$ cat config.mk
export PLATFORM = sky130hd
export DESIGN_NAME = awb_gain
export DESIGN_NICKNAME = d
export VERILOG_FILES = /design/src/rtl/awb_gain.sv
export SDC_FILE = /design/constraint.sdc
export NUM_CORES = 1
export LEC_CHECK = 0
export ABC_AREA = 0
export CORE_ASPECT_RATIO = 1.75
export CORE_MARGIN = 4
export CORE_UTILIZATION = 40
export DETAILED_ROUTE_END_ITERATION = 8
export GPL_TIMING_DRIVEN = 0
export PLACE_DENSITY_LB_ADDON = 0.25
export SYNTH_ARGS = -nofsm -noshare
export SYNTH_HDL_FRONTEND = slang
export SYNTH_SLANG_ARGS = --single-unit
export TNS_END_PERCENT = 50
$ cat constraint.sdc
create_clock -name clk -period 14 [get_ports clk]
set_input_delay 2.8 -clock clk [delete_from_list [all_inputs] [get_ports clk]]
set_output_delay 2.8 -clock clk [all_outputs]
set_load 0.1 [all_outputs]
$ cat src/rtl/awb_gain.sv
// Auto-white-balance gain stage for raw Bayer pixels.
// Applies per-CFA-channel Q4.8 gains and accumulates per-frame channel sums.
module awb_gain #(
  parameter int DW = 16,
  parameter int H  = 1280,
  parameter int V  = 720,
  parameter int HW = 11,
  parameter int VW = 10,
  parameter int GW = 12,
  parameter int SW = DW + HW + VW
) (
  input  logic          clk,
  input  logic          rst,
  input  logic          awb_en,
  input  logic [1:0]    bayer_pat,
  input  logic [GW-1:0] r_gain,
  input  logic [GW-1:0] gr_gain,
  input  logic [GW-1:0] gb_gain,
  input  logic [GW-1:0] b_gain,
  input  logic [DW-1:0] pixel_data_in,
  input  logic          pixel_data_in_vld,
  output logic [DW-1:0] pixel_data_out,
  output logic          pixel_data_out_vld,
  output logic [SW-1:0] stat_r_sum,
  output logic [SW-1:0] stat_g_sum,
  output logic [SW-1:0] stat_b_sum,
  output logic          stat_vld,
  output logic          awb_done
);

  localparam int PW = DW + GW;
  localparam logic [GW-1:0] UNITY = GW'(256);

  typedef enum logic {S_IDLE, S_RUN} state_t;

  state_t        r_state;
  state_t        w_next;
  logic          w_run;
  logic          w_acc;
  logic          w_sof;
  logic          w_last;
  logic [HW-1:0] r_h;
  logic [VW-1:0] r_v;

  logic [GW-1:0] r_sh_r;
  logic [GW-1:0] r_sh_gr;
  logic [GW-1:0] r_sh_gb;
  logic [GW-1:0] r_sh_b;
  logic [1:0]    r_sh_pat;
  logic [1:0]    w_pat;
  logic [1:0]    w_ch;
  logic [GW-1:0] w_gsel;

  logic [DW-1:0] r_s1_pix;
  logic [GW-1:0] r_s1_gain;
  logic [1:0]    r_s1_ch;
  logic          r_s1_last;
  logic          r_s1_vld;
  logic          r_s1_run;

  logic [PW-1:0] w_prod;
  logic [PW-1:0] w_rnd;
  logic [DW-1:0] w_sat;
  logic [SW-1:0] w_add;
  logic          w_s2_acc;
  logic [SW-1:0] w_r_nxt;
  logic [SW-1:0] w_g_nxt;
  logic [SW-1:0] w_b_nxt;

  logic [DW-1:0] r_out;
  logic          r_out_vld;
  logic [SW-1:0] r_acc_r;
  logic [SW-1:0] r_acc_g;
  logic [SW-1:0] r_acc_b;
  logic [SW-1:0] r_st_r;
  logic [SW-1:0] r_st_g;
  logic [SW-1:0] r_st_b;
  logic          r_st_vld;

  assign w_sof  = (r_h == '0) && (r_v == '0);
  assign w_last = (r_h == HW'(H - 1)) && (r_v == VW'(V - 1));

  // FSM state register
  always_ff @(posedge clk) begin
    if (rst) r_state <= S_IDLE;
    else     r_state <= w_next;
  end

  // FSM next state: leave RUN only at a frame boundary
  always_comb begin
    w_next = r_state;
    unique case (r_state)
      S_IDLE:  if (awb_en) w_next = S_RUN;
      S_RUN:   if (!awb_en && w_sof) w_next = S_IDLE;
      default: w_next = S_IDLE;
    endcase
  end

  // FSM outputs: a pixel is gained if enabled now or mid-frame
  always_comb begin
    w_run = awb_en | ((r_state == S_RUN) & ~w_sof);
    w_acc = w_run & pixel_data_in_vld;
  end

  // Raster position, advancing on accepted pixels
  always_ff @(posedge clk) begin
    if (rst) begin
      r_h <= '0;
      r_v <= '0;
    end else if (w_acc) begin
      if (r_h == HW'(H - 1)) begin
        r_h <= '0;
        r_v <= (r_v == VW'(V - 1)) ? '0 : r_v + 1'b1;
      end else begin
        r_h <= r_h + 1'b1;
      end
    end
  end

  // Shadow gains and pattern, frozen at the first pixel of a frame
  always_ff @(posedge clk) begin
    if (rst) begin
      r_sh_r   <= UNITY;
      r_sh_gr  <= UNITY;
      r_sh_gb  <= UNITY;
      r_sh_b   <= UNITY;
      r_sh_pat <= 2'd0;
    end else if (w_acc && w_sof) begin
      r_sh_r   <= r_gain;
      r_sh_gr  <= gr_gain;
      r_sh_gb  <= gb_gain;
      r_sh_b   <= b_gain;
      r_sh_pat <= bayer_pat;
    end
  end

  // Channel select; the (0,0) pixel uses the values being captured
  always_comb begin
    w_pat = w_sof ? bayer_pat : r_sh_pat;
    w_ch  = {r_v[0], r_h[0]} ^ w_pat;
    w_gsel = UNITY;
    unique case (w_ch)
      2'd0: w_gsel = w_sof ? r_gain  : r_sh_r;
      2'd1: w_gsel = w_sof ? gr_gain : r_sh_gr;
      2'd2: w_gsel = w_sof ? gb_gain : r_sh_gb;
      2'd3: w_gsel = w_sof ? b_gain  : r_sh_b;
      default: w_gsel = UNITY;
    endcase
  end

  // Stage 1: register pixel, gain, channel and tags
  always_ff @(posedge clk) begin
    if (rst) begin
      r_s1_pix  <= '0;
      r_s1_gain <= UNITY;
      r_s1_ch   <= 2'd0;
      r_s1_last <= 1'b0;
      r_s1_vld  <= 1'b0;
      r_s1_run  <= 1'b0;
    end else begin
      r_s1_pix  <= pixel_data_in;
      r_s1_gain <= w_run ? w_gsel : UNITY;
      r_s1_ch   <= w_ch;
      r_s1_last <= w_acc & w_last;
      r_s1_vld  <= pixel_data_in_vld;
      r_s1_run  <= w_acc;
    end
  end

  // Multiply, round, saturate and form next channel sums
  always_comb begin
    w_prod   = PW'(r_s1_pix) * PW'(r_s1_gain);
    w_rnd    = (w_prod + PW'(128)) >> 8;
    w_sat    = (|w_rnd[PW-1:DW]) ? '1 : w_rnd[DW-1:0];
    w_add    = SW'(w_sat);
    w_s2_acc = r_s1_vld & r_s1_run;
    w_r_nxt  = r_acc_r;
    w_g_nxt  = r_acc_g;
    w_b_nxt  = r_acc_b;
    if (w_s2_acc) begin
      unique case (r_s1_ch)
        2'd0:    w_r_nxt = r_acc_r + w_add;
        2'd3:    w_b_nxt = r_acc_b + w_add;
        default: w_g_nxt = r_acc_g + w_add;
      endcase
    end
  end

  // Stage 2: output register, holds value between valid pixels
  always_ff @(posedge clk) begin
    if (rst) begin
      r_out     <= '0;
      r_out_vld <= 1'b0;
    end else begin
      r_out_vld <= r_s1_vld;
      if (r_s1_vld) r_out <= w_sat;
    end
  end

  // Accumulate; on the last pixel publish totals and restart from zero
  always_ff @(posedge clk) begin
    if (rst) begin
      r_acc_r  <= '0;
      r_acc_g  <= '0;
      r_acc_b  <= '0;
      r_st_r   <= '0;
      r_st_g   <= '0;
      r_st_b   <= '0;
      r_st_vld <= 1'b0;
    end else begin
      r_st_vld <= w_s2_acc & r_s1_last;
      if (w_s2_acc && r_s1_last) begin
        r_st_r  <= w_r_nxt;
        r_st_g  <= w_g_nxt;
        r_st_b  <= w_b_nxt;
        r_acc_r <= '0;
        r_acc_g <= '0;
        r_acc_b <= '0;
      end else begin
        r_acc_r <= w_r_nxt;
        r_acc_g <= w_g_nxt;
        r_acc_b <= w_b_nxt;
      end
    end
  end

  assign pixel_data_out     = r_out;
  assign pixel_data_out_vld = r_out_vld;
  assign stat_r_sum         = r_st_r;
  assign stat_g_sum         = r_st_g;
  assign stat_b_sum         = r_st_b;
  assign stat_vld           = r_st_vld;
  assign awb_done           = r_st_vld;

endmodule

==> metrics.md <==
| Metric | Value |
|---|---|
| Period minus WS final | 10.69 ns |
| Setup Fix Bufs, Post-CTS | 0 |
| Power per cell area | between 100 and 150 mW/mm^2 |
| Max Fanout on Critical Path | 10 |
| Diode count | 0 |
| DIE AREA | slightly below 0.06 mm^2 |
| Fin cells | between 3k and 4k |
| Starting Density | 0.404 |
| Initial DRT Pass Iterations | 5 |
| Residual DRC count | 0 |
| Synth Register Bits | between 300 and 400 |
| Layout Skew | approximately 0.024 ns |
| Pin count of the biggest net entering global routing | 16 |
| Area leader, netlist | dfxtp_1 |
| Unique masters post-synth | 74 |
| Main flop type after synthesis | dfxtp_1 |
| Slew headroom | 0.186 |
| Clock buffer depth | 3 |
| Rows | between 100 and 150 |
| First-pass GRT wire length | 106000 um |
| Fmax achieved | 93.6 MHz |
| Post-DP HPWL | 55000 um |
| Mean area per synthesized cell | 8.36 um^2 |
| Syn_nets | between 2k and 3k |
| Height of the die | ~320 um |
| Vias in the first global route | ~19k |
| Seq/Total Area, Yosys | 0.320 |
| TritonCTS buffer count | 37 |
| Wire per inst | roughly 19 um |
| CP startpoint kind | register |
| Post-synth ARST share | 0 |
| Critical hold path startpoint | r_sh_gr[2] |
| RSZ-0062 raised after global routing | no |
| Count of final setup violators | 0 |
| Fill count | between 5k and 6k |
| Design Power | between 3 and 4 mW |
| Status | finished, final reports clean |
| Crit Path Class | register to register |
| Worst Slack Setup Final | 3.31 ns |
| Setup TNS | 0 ns |
| Clock Tree Root | clkbuf_16 |
| Worst Path Required | roughly 14 ns |
| Worst EP arrival | around 11 ns |
| Cells after Synth | about 2.6k |
| Slew @ Worst Pin | about 1.2 ns |
| Via count | 18.8k |
| Crit end category | register |
| Final max-slew violation count | 0 |
| Congestion Overflow GR | 0 |
| Setup crit start | r_s1_gain[8] |
| Initial DRC Count | between 900 and 1k |
| DIE WIDTH | approximately 180 um |
| Vias/cell | ~5.3 |
| Highest cell delay on the worst timing path | between 0.6 and 0.7 ns |
| Final nets | approximately 3.2k |
| Most used cell, CP | fa_1 |
| Crit-path slowest cell | a2111oi_1 |
| Peak supply drop | just over 0.07 mV |
| Synth area leaders | dfxtp_1 32%, fa_1 13%, nand2_1 7.9% |
| Clock tree from TritonCTS | built |
| Clk sinks | 345 |
| Core area | ~0.053 mm^2 |
| Clock transition at path regs | ~0.060 ns |
| Setup Slack @ Placement | approximately 3.4 ns |
| Final Cycle Share | 0.763 |
| Initial antenna violation count | 1 |
| Routed WL | between 60000 and 70000 um |
| Warnings, synthesis | 0 |
| Post-synth EDFFs | 0 |
| GP Congestion | just over 0.9 |
| Hold crit path type | register to register |
| Maxcap violations | 0 |
| Area Growth Syn to Fin | 19.3% |
| Count of input and output buffers | between 150 and 200 |
| Top-area cell type share of the netlist area | 0.320 |
| Ratio of cells with drive above 1 in the final layout | 0.0401 |
| PostCTS Resize Cnt | 0 |
| Worst reg2reg startpoint | r_s1_gain[8] |
| Total GRT Usage | 0.233 |
| Ports | 200 |
| LEAKAGE | 10.6 nW |
| H-tree levels | 2 |
| Mapped Area | between 0.02 and 0.025 mm^2 |
| Clock Latency Late Sink | between 0.5 and 0.6 ns |
| Final Hold Fails | 0 |
| Hold_buf cts | 0 |
| Detail Route Antenna Nets | 0 |
| Placed insts | 3461 |
worst max-delay path: cells and delay by family, from the launching register on:
kind,cells,cell delay (ns)
and+or+nand+nor,4,1.38
adders and majority gates,8,3.80
xor gates and xnor gates,1,0.43
DFF,1,0.58
buffers and inverters,5,0.99
AOI/OAI and AO/OA,12,3.33
path summary, 6_finish.rpt:
path,to,slack [ns],depth (start not counted)
min,r_sh_gr[2],0.45,2
min reg2reg,r_sh_gr[2],0.45,2
max,stat_r_sum[34],3.31,30
max reg2reg,stat_r_sum[34],3.31,30
registers in the layout, indices dropped and copies added, names as in the netlist, 16 cells and up:
signal / count
stat_b_sum: 37
stat_r_sum: 37
r_acc_b: 37
r_acc_g: 37
stat_g_sum: 37
pixel_data_out: 16
r_acc_r: 37
r_s1_pix: 16
stage by stage:
stage / hold slack (ns) / area [um^2] / util
after floorplan: 0.427 / 21600 / -
after global placement: 0.437 / 24400 / 0.457
after detailed placement: 0.442 / 24400 / 0.457
after CTS: 0.451 / 25700 / 0.482
after global routing: 0.465 / 25700 / 0.482
final: 0.450 / 25700 / 0.482
per-layer routing:
layer  track usage  wire, um  vias to the layer above
li1              -         -                     8989
met1         0.259     25900                     9122
met2         0.427     35700                      512
met3        0.0277      2790                      170
met4         0.128      4310                        2
met5             0         8                        -
where the power goes:
group	leakage [nW]	switching, mW	internal [mW]
sequential	2.79	0.0265	1.01
combinational	7.16	0.659	0.345
clock	0.635	0.440	0.629
synthesized netlist by cell type (3+ instances only):
library cell  count
dfxtp_1         345
or3_1             7
a21oi_1         135
inv_1           212
a21boi_0          3
and4_1            5
a32oi_1           4
nand4_1          32
nand2b_1          6
nand3_1          36
ha_1            128
buf_4             9
nor2_1          235
o21a_1            5
xor2_1           54
or2_2             4
o21ai_1           5
o211ai_1          5
nand2_1         455
o31ai_1          10
and2_1           90
a22oi_1          13
a22o_1            8
a311oi_1         25
nor3_1           24
buf_2            20
a221oi_1          4
o21ai_0         142
and3_1           33
a2111oi_0         3
a21o_1           32
nor4b_1           3
clkbuf_1        102
nor3b_1           4
nor2b_1          30
nand3b_1          5
fa_1            143
a31oi_1          13
xnor2_1          88
o21bai_1          6
a211oi_1         26
mux2i_1          25
nor4_1            9
cell usage in the layout (no fill, tap or decap), types with 33 or more instances in the layout:
master / netlist / final
ha_1: 128 / 128
nand3_1: 36 / 36
dfxtp_1: 345 / 345
and3_1: 33 / 33
xor2_1: 54 / 54
clkbuf_16: 0 / 38
nor2_1: 235 / 235
o21ai_0: 142 / 142
clkbuf_1: 102 / 105
fa_1: 143 / 143
a21oi_1: 135 / 135
inv_1: 212 / 212
clkdlybuf4s50_1: 0 / 198
xnor2_1: 88 / 88
and2_1: 90 / 90
nand2_1: 455 / 455
cells by family after synthesis:
family                   share of synthesized area
AND/OR/NAND/NOR                              0.206
AO/OA/AOI/OAI                                0.132
flip-flops                                   0.320
buffers and inverters                       0.0626
adder cells (fa/ha/maj)                      0.207
XOR/XNOR                                    0.0604
multiplexers                                0.0122
area by class of cell:
| class | count | area [um^2] | share of cell area |
|---|---|---|---|
| Multi-Input combinational cell | 1890 | 13300 | 0.517 |
| Sequential cell | 345 | 6910 | 0.268 |
| Timing Repair Buffer | 198 | 1980 | 0.0770 |
| Clock buffer | 47 | 1040 | 0.0406 |
| Tap cell | 684 | 856 | 0.0333 |
| Inverter | 212 | 796 | 0.0309 |
| Buffer | 132 | 554 | 0.0215 |
| Clock inverter | 21 | 279 | 0.0108 |
Power figures use the tool's default switching activity.
